**src/rtl/sp_bus_pkg.sv**
```systemverilog
// Shared definitions for the 8-bit to 32-bit Wishbone bridge: FSM states,
// bus widths and big-endian byte-lane helpers (lane 0 = bits [0:7]).
package sp_bus_pkg;

  localparam int BADR_W = 24;
  localparam int WADR_W = 22;

  typedef enum logic [1:0] {
    ST_IDLE = 2'd0,
    ST_MREQ = 2'd1,
    ST_SACK = 2'd2
  } state_e;

  function automatic logic [0:7] lane_sel(input logic [0:31] w, input logic [0:1] off);
    logic [0:7] b;
    case (off)
      2'd0:    b = w[0:7];
      2'd1:    b = w[8:15];
      2'd2:    b = w[16:23];
      default: b = w[24:31];
    endcase
    return b;
  endfunction

  function automatic logic [0:3] lane_to_sel(input logic [0:1] off);
    logic [0:3] s;
    s = '0;
    s[off] = 1'b1;
    return s;
  endfunction

  function automatic logic [0:31] lane_put(input logic [0:31] w, input logic [0:1] off,
                                           input logic [0:7] b);
    logic [0:31] r;
    r = w;
    case (off)
      2'd0:    r[0:7]   = b;
      2'd1:    r[8:15]  = b;
      2'd2:    r[16:23] = b;
      default: r[24:31] = b;
    endcase
    return r;
  endfunction

endpackage

```
**src/rtl/wb8_to_wb32.sv**
```systemverilog
// Bridges an 8-bit Wishbone slave port onto a 32-bit big-endian Wishbone master.
// Define WB8_TO_WB32_RDCACHE_EN to add a one-word write-through read buffer.
module wb8_to_wb32
  import sp_bus_pkg::*;
(
  input  logic              clk,
  input  logic              reset,
  input  logic [0:BADR_W-1] s_adr_i,
  input  logic [0:7]        s_dat_i,
  output logic [0:7]        s_dat_o,
  input  logic              s_we_i,
  input  logic [0:0]        s_sel_i,
  input  logic              s_stb_i,
  input  logic              s_cyc_i,
  output logic              s_ack_o,
  output logic [0:WADR_W-1] m_adr_o,
  output logic [0:31]       m_dat_o,
  input  logic [0:31]       m_dat_i,
  output logic [0:3]        m_sel_o,
  output logic              m_we_o,
  output logic              m_stb_o,
  output logic              m_cyc_o,
  input  logic              m_ack_i,
  input  logic              inv_i
);

  state_e              state_q, state_d;
  logic                abort_q, abort_d;
  logic [0:1]          off_q, off_d;
  logic                s_ack_q;
  logic [0:7]          s_dat_q, s_dat_d;
  logic                m_cyc_q, m_cyc_d;
  logic [0:WADR_W-1]   m_adr_q, m_adr_d;
  logic [0:31]         m_dat_q, m_dat_d;
  logic [0:3]          m_sel_q, m_sel_d;
  logic                m_we_q, m_we_d;
  logic                accept, fill, wr_done, hit;
  logic [0:7]          buf_rd;

  assign accept = s_cyc_i && s_stb_i;

  always_comb begin
    state_d = state_q;
    abort_d = abort_q;
    off_d   = off_q;
    s_dat_d = s_dat_q;
    m_cyc_d = m_cyc_q;
    m_adr_d = m_adr_q;
    m_dat_d = m_dat_q;
    m_sel_d = m_sel_q;
    m_we_d  = m_we_q;
    fill    = 1'b0;
    wr_done = 1'b0;
    unique case (state_q)
      ST_IDLE: begin
        if (accept) begin
          off_d   = s_adr_i[22:23];
          abort_d = 1'b0;
          if (s_we_i && !s_sel_i[0]) begin
            state_d = ST_SACK;
          end else if (!s_we_i && hit) begin
            state_d = ST_SACK;
            s_dat_d = buf_rd;
          end else begin
            state_d = ST_MREQ;
            m_cyc_d = 1'b1;
            m_adr_d = s_adr_i[0:WADR_W-1];
            m_we_d  = s_we_i;
            m_sel_d = s_we_i ? lane_to_sel(s_adr_i[22:23]) : 4'b1111;
            m_dat_d = {4{s_dat_i}};
          end
        end
      end
      ST_MREQ: begin
        if (!s_cyc_i) abort_d = 1'b1;
        if (m_ack_i) begin
          m_cyc_d = 1'b0;
          fill    = !m_we_q;
          wr_done = m_we_q;
          if (!m_we_q) s_dat_d = lane_sel(m_dat_i, off_q);
          // An abandoned slave cycle finishes on the master side silently.
          state_d = (abort_q || !s_cyc_i) ? ST_IDLE : ST_SACK;
        end
      end
      ST_SACK: state_d = ST_IDLE;
      default: state_d = ST_IDLE;
    endcase
  end

  always_ff @(posedge clk) begin
    if (reset) begin
      state_q <= ST_IDLE;
      abort_q <= 1'b0;
      s_ack_q <= 1'b0;
      s_dat_q <= '0;
      m_cyc_q <= 1'b0;
      m_adr_q <= '0;
      m_dat_q <= '0;
      m_sel_q <= '0;
      m_we_q  <= 1'b0;
    end else begin
      state_q <= state_d;
      abort_q <= abort_d;
      s_ack_q <= (state_d == ST_SACK);
      s_dat_q <= s_dat_d;
      m_cyc_q <= m_cyc_d;
      m_adr_q <= m_adr_d;
      m_dat_q <= m_dat_d;
      m_sel_q <= m_sel_d;
      m_we_q  <= m_we_d;
    end
  end

  always_ff @(posedge clk) begin
    off_q <= off_d;
  end

`ifdef WB8_TO_WB32_RDCACHE_EN
  logic              buf_vld_q;
  logic [0:WADR_W-1] buf_tag_q;
  logic [0:31]       buf_dat_q;

  assign hit    = buf_vld_q && (buf_tag_q == s_adr_i[0:WADR_W-1]);
  assign buf_rd = lane_sel(buf_dat_q, s_adr_i[22:23]);

  always_ff @(posedge clk) begin
    if (reset) begin
      buf_vld_q <= 1'b0;
    end else if (inv_i) begin
      buf_vld_q <= 1'b0;
    end else if (fill) begin
      buf_vld_q <= 1'b1;
    end
  end

  // Written byte is lane 0 of m_dat_q since the write byte is replicated.
  always_ff @(posedge clk) begin
    if (fill) begin
      buf_tag_q <= m_adr_q;
      buf_dat_q <= m_dat_i;
    end else if (wr_done && buf_vld_q && (buf_tag_q == m_adr_q)) begin
      buf_dat_q <= lane_put(buf_dat_q, off_q, m_dat_q[0:7]);
    end
  end
`else
  logic unused_cfg;
  assign unused_cfg = ^{inv_i, fill, wr_done};
  assign hit        = 1'b0;
  assign buf_rd     = '0;
`endif

  assign s_ack_o = s_ack_q;
  assign s_dat_o = s_dat_q;
  assign m_cyc_o = m_cyc_q;
  assign m_stb_o = m_cyc_q;
  assign m_adr_o = m_adr_q;
  assign m_dat_o = m_dat_q;
  assign m_sel_o = m_sel_q;
  assign m_we_o  = m_we_q;

endmodule

```
**config.mk**
```make
export PLATFORM = sky130hd
export DESIGN_NAME = wb8_to_wb32
export DESIGN_NICKNAME = d
export VERILOG_FILES = /design/src/rtl/sp_bus_pkg.sv /design/src/rtl/wb8_to_wb32.sv
export SDC_FILE = /design/constraint.sdc
export NUM_CORES = 1
export LEC_CHECK = 0
export BUFFER_PORTS_ARGS = -buffer_cell sky130_fd_sc_hd__buf_2
export CORE_ASPECT_RATIO = 0.9
export CORE_MARGIN = 2
export CORE_UTILIZATION = 43
export CTS_CLUSTER_DIAMETER = 80
export DETAILED_ROUTE_END_ITERATION = 7
export GPL_ROUTABILITY_DRIVEN = 0
export HOLD_SLACK_MARGIN = 0.12
export PLACE_DENSITY = 0.84
export SETUP_SLACK_MARGIN = 0.3
export SYNTH_ARGS = -nofsm -noshare
export SYNTH_HDL_FRONTEND = slang
export SYNTH_SLANG_ARGS = --single-unit
export TNS_END_PERCENT = 10
```
**constraint.sdc**
```tcl
create_clock -name clk -period 1.9 [get_ports clk]
set_input_delay 0.095 -clock clk [delete_from_list [all_inputs] [get_ports clk]]
set_output_delay 0.095 -clock clk [all_outputs]
set_load 0.02 [all_outputs]
```
; Yosys cells after proc, flatten, opt, wreduce, memory -nomap -nowiden
; Index checks and enable logic that the tools add are counted.
[totals]
reg_bits = 74
inputBits = 72
out_inout_bits = 70
elab_cells = 53
[classes]
magnitude_cmp = 2
eq_ne = 8
n_mux = 16
bitwise = 3
n_reduce_logical = 14
[ops]
columns = op, count
row1 = 8-bit case mux with 3 select lines, 1
row2 = 3-bit AND reduction, 3
row3 = 2-bit two-way mux, 4
row4 = 2-bit inequality test (second input constant), 4
row5 = 1-bit two-way mux, 6
row6 = 2-bit by 1-bit equality test with 1-bit output (second input constant), 2
row7 = 2-bit equality test (second input constant), 2
row8 = 2-bit zero test, 2
row9 = 4-bit two-way mux, 1
row10 = 1-bit case mux with 2 select lines, 2
row11 = 2-bit case mux with 2 select lines, 1
row12 = 4-bit AND reduction, 1
row13 = 3-bit greater-or-equal comparator (second input constant), 1
row14 = 1-bit logical AND, 3
row15 = 3-bit by 1-bit < comparator with 1-bit output (second input constant), 1
row16 = 2-bit NOT with 3-bit output, 1
row17 = 1-bit demux with 2-bit select, 1
row18 = 1-bit zero test, 2
row19 = 1-bit NOT, 2
row20 = 2-bit AND reduction, 1
row21 = 2-bit nonzero test, 1
row22 = 1-bit logical OR, 1

; Logic depth before layout (Yosys ltp)
; Gate-level depths: netlist (run 1).
[logic_depth]
depth_word = 6
mapped_depth = 6
mapped_depth_nobuf = 4

; Worst setup path after synthesis (run 1)
; OpenSTA, ideal clock, no wires.
[synth_timing]
path_kind = register -> register
startpoint = register off_q[1] in the netlist's numbering
endpoint = register s_dat_q (netlist bit s_dat_o[0])
setup_ns = 0.117
arrival_time_ns = 1.202
t_required_ns = 1.783
path_slack_ns = 0.582
stages_incl_launch_ff = 4
path_buffers = 1
synth_period_minus_slack_ns = 1.318
cell_sequence = edfxtp_1 -> buf_4 -> mux4_2 -> a22o_1
[synth_via]
elab_chain_cells = 2
elab_cells_between_ends = 4
classes_between = 2 x eq/ne / 1 x mux / 1 x reduce/logical
[synth_lines]
columns = element, line_no
row1 = "start, declared", wb8_to_wb32.sv:29  ; logic [0:1] off_q, off_d;
row2 = "start signal, assigned", wb8_to_wb32.sv:115  ; off_q <= off_d;
row3 = "2-bit equality test, or another cell as far along", sp_bus_pkg.sv:16  ; case (off)
row4 = 8-bit case mux with 3 select lines (*), sp_bus_pkg.sv:16
row5 = "end signal, assigned", wb8_to_wb32.sv:105  ; s_dat_q <= s_dat_d;
row6 = "end, declared", wb8_to_wb32.sv:31  ; logic [0:7] s_dat_q, s_dat_d;
; Every way passes the cells marked *; elsewhere a longest branch is shown, timed or not.
; A chain may end at the register's enable or synchronous reset.

; Worst setup path in the final report (run 1)
[layout_timing]
startpoint = register state_q[1]
endpoint = register m_sel_q (netlist bit m_sel_o[2])
[layout_via]
elab_chain_cells = 2
[layout_lines]
columns = element, line_no
row1 = "start, declared", wb8_to_wb32.sv:27  ; state_e state_q, state_d;
row2 = "start signal, assigned", wb8_to_wb32.sv:102  ; state_q <= state_d;
row3 = 2-bit zero test, wb8_to_wb32.sv:54  ; unique case (state_q)
row4 = 3-bit AND reduction (no line), -
row5 = "end signal, assigned", wb8_to_wb32.sv:109  ; m_sel_q <= m_sel_d;
row6 = "end, declared", wb8_to_wb32.sv:35  ; logic [0:3] m_sel_q, m_sel_d;
; Every way passes these cells.

==> qor.log, run 1 <==
[global_routing] maximum number of pins on one net before global-route repair 35
[yosys] number of flops mapped to enable cells by yosys 2
[floorplanning] area of the core 5190 um^2
[sta] number of pins exceeding their max-slew limit in the final report 0
[power] leakage component of the power 1.55 nW
[yosys] fraction of post-synthesis cell area in the top cell type by area 42.1%
[cts] depth of the CTS H-tree 2
[sta] final-report hold violation count 0
[yosys] Avg Inst Size Synth 9.59 um^2
[setup_path] endpoint type of the worst setup path flip-flop
[sta] worst relative slew slack 75.2%
[global_routing] aggregate global routing overflow 0
[yosys] synth warn 0
[finish] count of filler cells inserted in the layout 436
[global_routing] antenna violations before repair 0
[global_routing] number of global-route vias before repair 2187
[floorplanning] FP Rows 25
[finish] diodes inserted 0
[yosys] post-synth net total 310
[sta] highest clock frequency the design can meet 669 MHz
[status] run status completed
[yosys] count of state elements after synthesis 50
[sta] worst-case clock skew 0.0128 ns
[floorplanning] die outline height 73.1 um
[placement] # port buffers 140
[cts] clock insertion delay at the later pin of the skew report 0.30 ns
[routing] Routed Antenna Nets 0
[cts] Reg clk slew, reported paths 0.10 ns
[worst_hold_path] path type of the worst min-delay path in2reg
[routing] remaining design rule violation count 0
[setup_path] Crit Path Class reg2reg
[floorplanning] effective utilization at floorplan 44.0%
[placement] placed wire-length estimate after detailed placement 4130 um
[yosys] netlist area before placement 2280 um^2
[routing] vias post-DR 2308
[cts] maximum root-to-sink buffer count 2
[yosys] leading area contributor after synthesis sky130_fd_sc_hd__dfxtp_1
[finish] area growth from synthesis to final layout 45.5%
[floorplanning] Die X-Extent 80.8 um
[yosys] dominant synthesized flop cell sky130_fd_sc_hd__dfxtp_1
[global_routing] global-route wire length before repair 10000 um
[global_routing] global-route usage over all layers 21.8%
[sta] final cycle utilization of the critical path 78.6%
[run] max-cap viol count 0
[setup_path] critical path data required time 2.10 ns
[setup_path] CP startpoint kind flip-flop
[cts] clk sinks 50
[yosys] FFs w/ async S/R, synth 0%
[sta] minimum clock period after layout 1.49 ns
[finish] fraction of layout cells with a size suffix above 1 44.5%
[yosys] number of unique standard cell types used by synthesis 34
[sta] unrepaired setup endpoints after global routing false
[cts] CTS Root Cell sky130_fd_sc_hd__clkbuf_8
[yosys] most common cell in the netlist sky130_fd_sc_hd__dfxtp_1
[yosys] top cells by area in the synthesized netlist sky130_fd_sc_hd__dfxtp_1 (42%), sky130_fd_sc_hd__buf_4 (8.5%), sky130_fd_sc_hd__mux4_2 (7.9%), sky130_fd_sc_hd__a21oi_1 (7.7%), sky130_fd_sc_hd__nand3_1 (6.6%)
[setup_path] largest fanout on the critical path 12
[power] worst ir drop on vdd 0.557 mV
[routing] Via-to-Cell Ratio 5.14
[routing] first drt pass iteration count 4
[yosys] synthesized instance count 238
[routing] detailed-route wire length 6630 um
[floorplanning] Die Outline Area 5910 um^2
[sta] number of endpoints failing setup at the final stage 0
[yosys] most frequent cells after synthesis sky130_fd_sc_hd__dfxtp_1 (48), sky130_fd_sc_hd__a21oi_1 (35), sky130_fd_sc_hd__nand3_1 (30), sky130_fd_sc_hd__buf_4 (26), sky130_fd_sc_hd__o21ai_0 (25)
[sta] worst slew pin tran 0.373 ns
[routing] initial detailed-routing violation count 117
[sta] sum of negative setup slack 0 ns
[setup_path] minimum setup slack among reg-to-reg paths 0.41 ns
[floorplanning] Top-Level Pins 142
[sta] Hold WS 0.161 ns
[cts] total CTS buffers 5
[routing] average wire per cell in the routed design 14.8 um
[finish] Post-layout nets 453
[setup_path] WP data arrival 1.70 ns
[cts] clock tree from TritonCTS done
[yosys] sequential cell area fraction in the yosys report 44.7%
[power] power density relative to cell area 746 nW/um^2
## layer usage
metal / global-route usage (%) / vias to the layer above / wire length (um)
li1: - / 1125 / -
met1: 24.1 / 1085 / 2630
met2: 41.4 / 86 / 3530
met3: 3.71 / 12 / 328
met4: 8.29 / 0 / 136
met5: 0 / - / 0
## report_power, final
| part | internal, W | leakage (nW) | total [W] | switching (W) |
|---|---|---|---|---|
| clock network | 0.000527 | 0.0683 | 0.000879 | 0.000351 |
| registers | 0.00110 | 0.409 | 0.00113 | 0.0000294 |
| logic | 0.000219 | 1.08 | 0.000471 | 0.000252 |
| total | 0.00185 | 1.55 | 0.00248 | 0.000632 |
## registers in the layout, summed over array words and instances (netlist names)
name	cells
m_sel_o	4
state_q	2
abort_q	1
s_ack_o	1
m_we_o	1
s_dat_o	8
m_cyc_o	1
m_adr_o	22
m_dat_o	8
off_q	2
## stage by stage
| stage | utilization (%) | instance area, um^2 | setup slack, ns | power (W) | cells |
|---|---|---|---|---|---|
| floorplan | - | 2280 | 0.582 | 0.00142 | 238 |
| global placement | 54.1 | 2810 | 0.427 | 0.00154 | 405 |
| detailed placement | 54.1 | 2810 | 0.378 | 0.00155 | 405 |
| CTS | 63.7 | 3310 | 0.331 | 0.00249 | 449 |
| global route | 64.0 | 3320 | 0.351 | 0.00258 | 449 |
| finish | 64.0 | 3320 | 0.406 | 0.00248 | 449 |
## worst paths after layout
check                           start                        to  cells past startpoint
max             state_q[1]$_SDFF_PP0_   m_sel_o[2]$_SDFFE_PP0P_                      5
min                             reset  m_adr_o[21]$_SDFFE_PP0P_                      2
max reg2reg     state_q[1]$_SDFF_PP0_   m_sel_o[2]$_SDFFE_PP0P_                      5
min reg2reg  m_adr_o[17]$_SDFFE_PP0P_  m_adr_o[17]$_SDFFE_PP0P_                      2
## area by class of cell
class / count / area, um^2 / share of cell area, %
Clock buffer: 5 / 68.8 / 2.07
Clock inverter: 3 / 68.8 / 2.07
Inverter: 4 / 17.5 / 0.527
Multi-Input combinational cell: 138 / 953 / 28.7
Sequential cell: 50 / 1020 / 30.7
Tap cell: 67 / 83.8 / 2.52
Timing Repair Buffer: 182 / 1110 / 33.4
## cells by family (layout without fill, tap and decap cells)
family / count (synthesis) / after routing / share of synthesized area [%]
buf+inv: 50 / 194 / 14.0
compound gates: 82 / 82 / 21.0
mux: 8 / 8 / 7.89
simple gates: 48 / 48 / 12.4
flops: 50 / 50 / 44.7
## worst max-delay path, cell delays in order, from the launching register on
cell	delay, ns
sky130_fd_sc_hd__dfxtp_1	0.38
sky130_fd_sc_hd__nand4bb_4	0.27
sky130_fd_sc_hd__inv_4	0.15
sky130_fd_sc_hd__buf_4	0.21
sky130_fd_sc_hd__a21oi_1	0.10
sky130_fd_sc_hd__a311oi_2	0.28
## placed cells by master (no fill, tap or decap), drive strengths merged
cell type    Yosys  layout
nand4bb          1       1
a21oi           36      36
inv              4       4
a32oi            1       1
mux4             8       8
o21ai           30      30
dfxtp           48      48
o2111ai          1       1
a22o             8       8
nand2b           3       3
nor3b            1       1
o31ai            1       1
nand3           30      30
o211a            1       1
nand3b           1       1
nor2             3       3
bufinv           0       2
nor3             4       4
dlygate4sd3      0      36
and3b            1       1
clkinv           0       1
and3             1       1
clkbuf          12       5
and2b            1       1
buf             34     146
o21a             1       1
edfxtp           2       2
a311oi           3       3
nand2            1       1
nand4            1       1
## timing repair
| item | CTS | global route |
|---|---|---|
| endpoints found under the setup margin | 0 | 6 |
| hold buffers | 36 | 0 |
| gates resized for setup | 0 | 5 |
| setup buffers | 0 | 0 |
| endpoints found under the hold margin | 37 | 0 |
Note: power is estimated with default switching activity, not from simulation.
==> run 2, diff against run 1 <==
--- a/config.mk
+++ b/config.mk
@@ -5,15 +5,16 @@
 export SDC_FILE = /design/constraint.sdc
 export NUM_CORES = 1
 export LEC_CHECK = 0
+export ABC_AREA = 1
 export BUFFER_PORTS_ARGS = -buffer_cell sky130_fd_sc_hd__buf_2
 export CORE_ASPECT_RATIO = 0.9
 export CORE_MARGIN = 2
-export CORE_UTILIZATION = 43
+export CORE_UTILIZATION = 44
 export CTS_CLUSTER_DIAMETER = 80
 export DETAILED_ROUTE_END_ITERATION = 7
 export GPL_ROUTABILITY_DRIVEN = 0
 export HOLD_SLACK_MARGIN = 0.12
-export PLACE_DENSITY = 0.84
+export PLACE_DENSITY = 0.85
 export SETUP_SLACK_MARGIN = 0.3
 export SYNTH_ARGS = -nofsm -noshare
 export SYNTH_HDL_FRONTEND = slang
==> constraint.sdc (replaced) <==
create_clock -name clk -period 1.4 [get_ports clk]
set_input_delay 0.07 -clock clk [delete_from_list [all_inputs] [get_ports clk]]
set_output_delay 0.07 -clock clk [all_outputs]
set_load 0.02 [all_outputs]
==> run 2 against run 1 <==
- sequential cell count unchanged
- power up 30%
- maximum frequency up 29%
- utilization up 4.2 points
- via count up 10%
- sequential power up 39%
- area after synthesis up 5.7%
- count of clock-buffer cells in the layout up 2
- worst hold slack worse by 0.054 ns
- register-to-register slack worse by 0.17 ns
- critical endpoint is now s_dat_o[4]$_SDFFE_PP0P_
- largest power group unchanged
- highest routed layer unchanged
==> qor.log, run 2 <==
[status] run status completed
[routing] Routed Antenna Nets 0 [unchanged]
[setup_path] crit-path max cell delay 0.52 ns [+0.14 ns]
[floorplanning] die outline height 74.3 um [+1.5%]
[yosys] Avg Inst Size Synth 7.59 um^2 [-21%]
[cts] total CTS buffers 5 [unchanged]
[finish] most common library cell in the layout ignoring fill and taps sky130_fd_sc_hd__buf_2
[yosys] fraction of post-synthesis cell area in the top cell type by area 39.8% [-2.3 points]
[cts] maximum root-to-sink buffer count 2 [unchanged]
[yosys] FFs w/ async S/R, synth 0% [unchanged]
[sta] sum of negative setup slack 0 ns [unchanged]
[floorplanning] FP Rows 25 [unchanged]
[yosys] most frequent cells after synthesis sky130_fd_sc_hd__nor2_1 (69), sky130_fd_sc_hd__dfxtp_1 (48), sky130_fd_sc_hd__nand2_1 (42), sky130_fd_sc_hd__o21ai_1 (30), sky130_fd_sc_hd__buf_4 (25)
[global_routing] global-route wire length before repair 9490 um [-5.2%]
[yosys] sequential cell area fraction in the yosys report 42.3% [-2.4 points]
[sta] number of pins exceeding their max-slew limit in the final report 0 [unchanged]
[routing] initial detailed-routing violation count 74 [-37%]
[sta] worst relative slew slack 77.4% [+2.2 points]
[setup_path] CP startpoint kind flip-flop
[yosys] top cells by area in the synthesized netlist sky130_fd_sc_hd__dfxtp_1 (40%), sky130_fd_sc_hd__nor2_1 (11%), sky130_fd_sc_hd__buf_4 (7.8%), sky130_fd_sc_hd__nand2_1 (6.5%), sky130_fd_sc_hd__o21ai_1 (6.2%)
[routing] met2 wire length 3380 um [-4.3%]
[finish] diodes inserted 0 [unchanged]
[global_routing] number of global-route vias before repair 2221 [+1.6%]
[global_routing] antenna violations before repair 0 [unchanged]
[sta] final cycle utilization of the critical path 82.8% [+4.2 points]
[sta] final-report hold violation count 0 [unchanged]
[floorplanning] area of the core 5290 um^2 [+1.8%]
[yosys] synthesized instance count 318 [+34%]
[placement] placed wire-length estimate after detailed placement 4140 um [+0.24%]
[global_routing] maximum number of pins on one net before global-route repair 28 [-20%]
[power] leakage component of the power 1.87 nW [+21%]
[cts] CTS Root Cell sky130_fd_sc_hd__clkbuf_8
[routing] average wire per cell in the routed design 12.0 um [-19%]
[finish] Post-layout nets 552 [+22%]
[routing] max layer used met4
[floorplanning] effective utilization at floorplan 45.7% [+1.7 points]
[setup_path] critical path data required time 1.63 ns [-0.47 ns]
[routing] vias post-DR 2548 [+10%]
[yosys] netlist area before placement 2410 um^2 [+5.7%]
[floorplanning] Die Outline Area 6090 um^2 [+3.1%]
[run] max-cap viol count 0 [unchanged]
[yosys] number of flops mapped to enable cells by yosys 2 [unchanged]
[yosys] synth warn 0 [unchanged]
[cts] Reg clk slew, reported paths 0.08 ns [-0.02 ns]
[sta] highest clock frequency the design can meet 863 MHz [+29%]
[routing] detailed-route wire length 6580 um [-0.80%]
[setup_path] WP data arrival 1.39 ns [-0.31 ns]
[routing] remaining design rule violation count 0 [unchanged]
[setup_path] Worst Path Buf+Inv 2 [unchanged]
[floorplanning] Top-Level Pins 142 [unchanged]
[sta] number of endpoints failing setup at the final stage 0 [unchanged]
[yosys] dominant synthesized flop cell sky130_fd_sc_hd__dfxtp_1
[cts] depth of the CTS H-tree 2 [unchanged]
[routing] met1 layer wirelength in the final routing 2780 um [+5.7%]
[global_routing] global-route usage over all layers 20.0% [-1.8 points]
[setup_path] endpoint type of the worst setup path flip-flop
[setup_path] Crit Path Class reg2reg
[power] worst ir drop on vdd 0.560 mV [+0.59%]
[finish] utilization after layout 68.2% [+4.2 points]
[setup_path] library cell contributing the largest single delay on the critical path sky130_fd_sc_hd__edfxtp_1
[sta] worst slew pin tran 0.339 ns [-0.0337 ns]
[routing] Via-to-Cell Ratio 4.65 [-9.5%]
[power] power density relative to cell area 892 nW/um^2 [+20%]
[setup_path] Top delay family on crit path flip-flops
[placement] # port buffers 140 [unchanged]
[finish] commonest cells after routing, fill and taps aside sky130_fd_sc_hd__buf_2 (142), sky130_fd_sc_hd__nor2_1 (67), sky130_fd_sc_hd__dfxtp_1 (47)
[sta] unrepaired setup endpoints after global routing true
[yosys] number of unique standard cell types used by synthesis 27 [-21%]
[sta] worst-case clock skew 0.00508 ns [-0.00775 ns]
[setup_path] Cell Chain, Critical Path buf_6 -> inv_4 -> nand3_1 -> nand3_2 -> nand2_1 -> a21oi_1
[cts] clock tree from TritonCTS done
[global_routing] aggregate global routing overflow 0 [unchanged]
[cts] clock insertion delay at the later pin of the skew report 0.29 ns [about the same]
[routing] wire length on met3 256 um [-22%]
[finish] area growth from synthesis to final layout 49.4%
[routing] first drt pass iteration count 4 [unchanged]
[sta] minimum clock period after layout 1.16 ns [-0.335 ns]
[cts] clk sinks 50 [unchanged]
[finish] Largest register FFs 22 [unchanged]
[yosys] post-synth net total 390 [+26%]
[yosys] leading area contributor after synthesis sky130_fd_sc_hd__dfxtp_1
[setup_path] largest fanout on the critical path 5 [-7]
[yosys] most common cell in the netlist sky130_fd_sc_hd__nor2_1
[floorplanning] Die X-Extent 82.1 um [+1.6%]
[yosys] count of state elements after synthesis 50 [unchanged]
[finish] count of filler cells inserted in the layout 417 [-4.4%]
[worst_hold_path] path type of the worst min-delay path in2reg
[finish] fraction of layout cells with a size suffix above 1 43.7% [-0.84 points]
-- run 2: changes by cell type after synthesis, moves of 14 or more --
cell	delta
sky130_fd_sc_hd__nor2_1	+66
sky130_fd_sc_hd__nand2_1	+41
sky130_fd_sc_hd__a21oi_1	-25
sky130_fd_sc_hd__o21ai_1	+25
sky130_fd_sc_hd__nor2_2	+20
sky130_fd_sc_hd__o21ai_0	-17
sky130_fd_sc_hd__nand3_1	-14
-- run 2: final cells by class --
cell class | instances | area (um^2) | share of cell area (%)
inverter | 20 | 78.8 | 2.19
tap | 67 | 83.8 | 2.33
clock inverter | 1 | 5.00 | 0.139
clock buffer | 7 | 86.3 | 2.39
timing repair buffer | 192 | 1250 | 34.8
multi-input combinational | 211 | 1070 | 29.8
sequential | 50 | 1020 | 28.4
-- run 2: through the flow --
step | instance area, um^2 | worst slack, ns | total power [W] | hold slack (ns) | std cells
final | 3600 | 0.241 | 0.00322 | 0.107 | 548
after global routing | 3600 | 0.144 | 0.00339 | 0.129 | 548
after CTS | 3470 | 0.217 | 0.00321 | 0.103 | 544
after detailed placement | 2950 | 0.180 | 0.00226 | 0.301 | 494
after global placement | 2950 | 0.223 | 0.00224 | 0.291 | 494
after floorplan | 2410 | 0.326 | 0.00207 | 0.139 | 318
-- run 2: layer usage --
layer	track usage (%)	up-vias
met4	8.33	0
met2	36.3	77
met5	0	-
met1	23.4	1154
met3	3.28	15
li1	-	1302
-- run 2: path summary, 6_finish.rpt --
| kind | slack [ns] | endpoint | startpoint | cells after the start |
|---|---|---|---|---|
| setup / recovery | 0.24 | s_dat_o[4]$_SDFFE_PP0P_ | off_q[0]$_DFFE_PP_ | 6 |
| hold / removal | 0.11 | state_q[1]$_SDFF_PP0_ | s_sel_i | 4 |
| setup reg to reg | 0.24 | s_dat_o[4]$_SDFFE_PP0P_ | off_q[0]$_DFFE_PP_ | 6 |
| hold reg to reg | 0.47 | s_dat_o[3]$_SDFFE_PP0P_ | s_dat_o[3]$_SDFFE_PP0P_ | 2 |
-- run 2: power by group --
part / internal, W / switching [W]
Clock: 0.000399 / 0.000436
Combinational: 0.000357 / 0.000457
Sequential: 0.00151 / 0.0000528
-- run 2: kinds of logic (layout without fill, tap and decap cells) --
kind of cell / Yosys count / after routing / synth area share (%)
compound gates: 52 / 52 / 11.4
buf+inv: 58 / 220 / 15.8
flops: 50 / 50 / 42.3
simple gates: 158 / 159 / 30.6
-- run 2: repair_timing --
item | CTS | global route
hold buffers | 35 | 1
setup endpoints to repair | 45 | 49
gates resized for setup | 10 | 20
pin swaps | 2 | 5
setup buffers | 4 | 1
cloned | 3 | 2
endpoints found under the hold margin | 39 | 1
-- run 2: worst reg2reg max path: cells and delay by family, from the launching register on --
kind	cells	cell delay [ns]
flip-flops	1	0.52
AND/OR/NAND/NOR	3	0.21
buffers and inverters	2	0.26
AO/OA/AOI/OAI	1	0.10
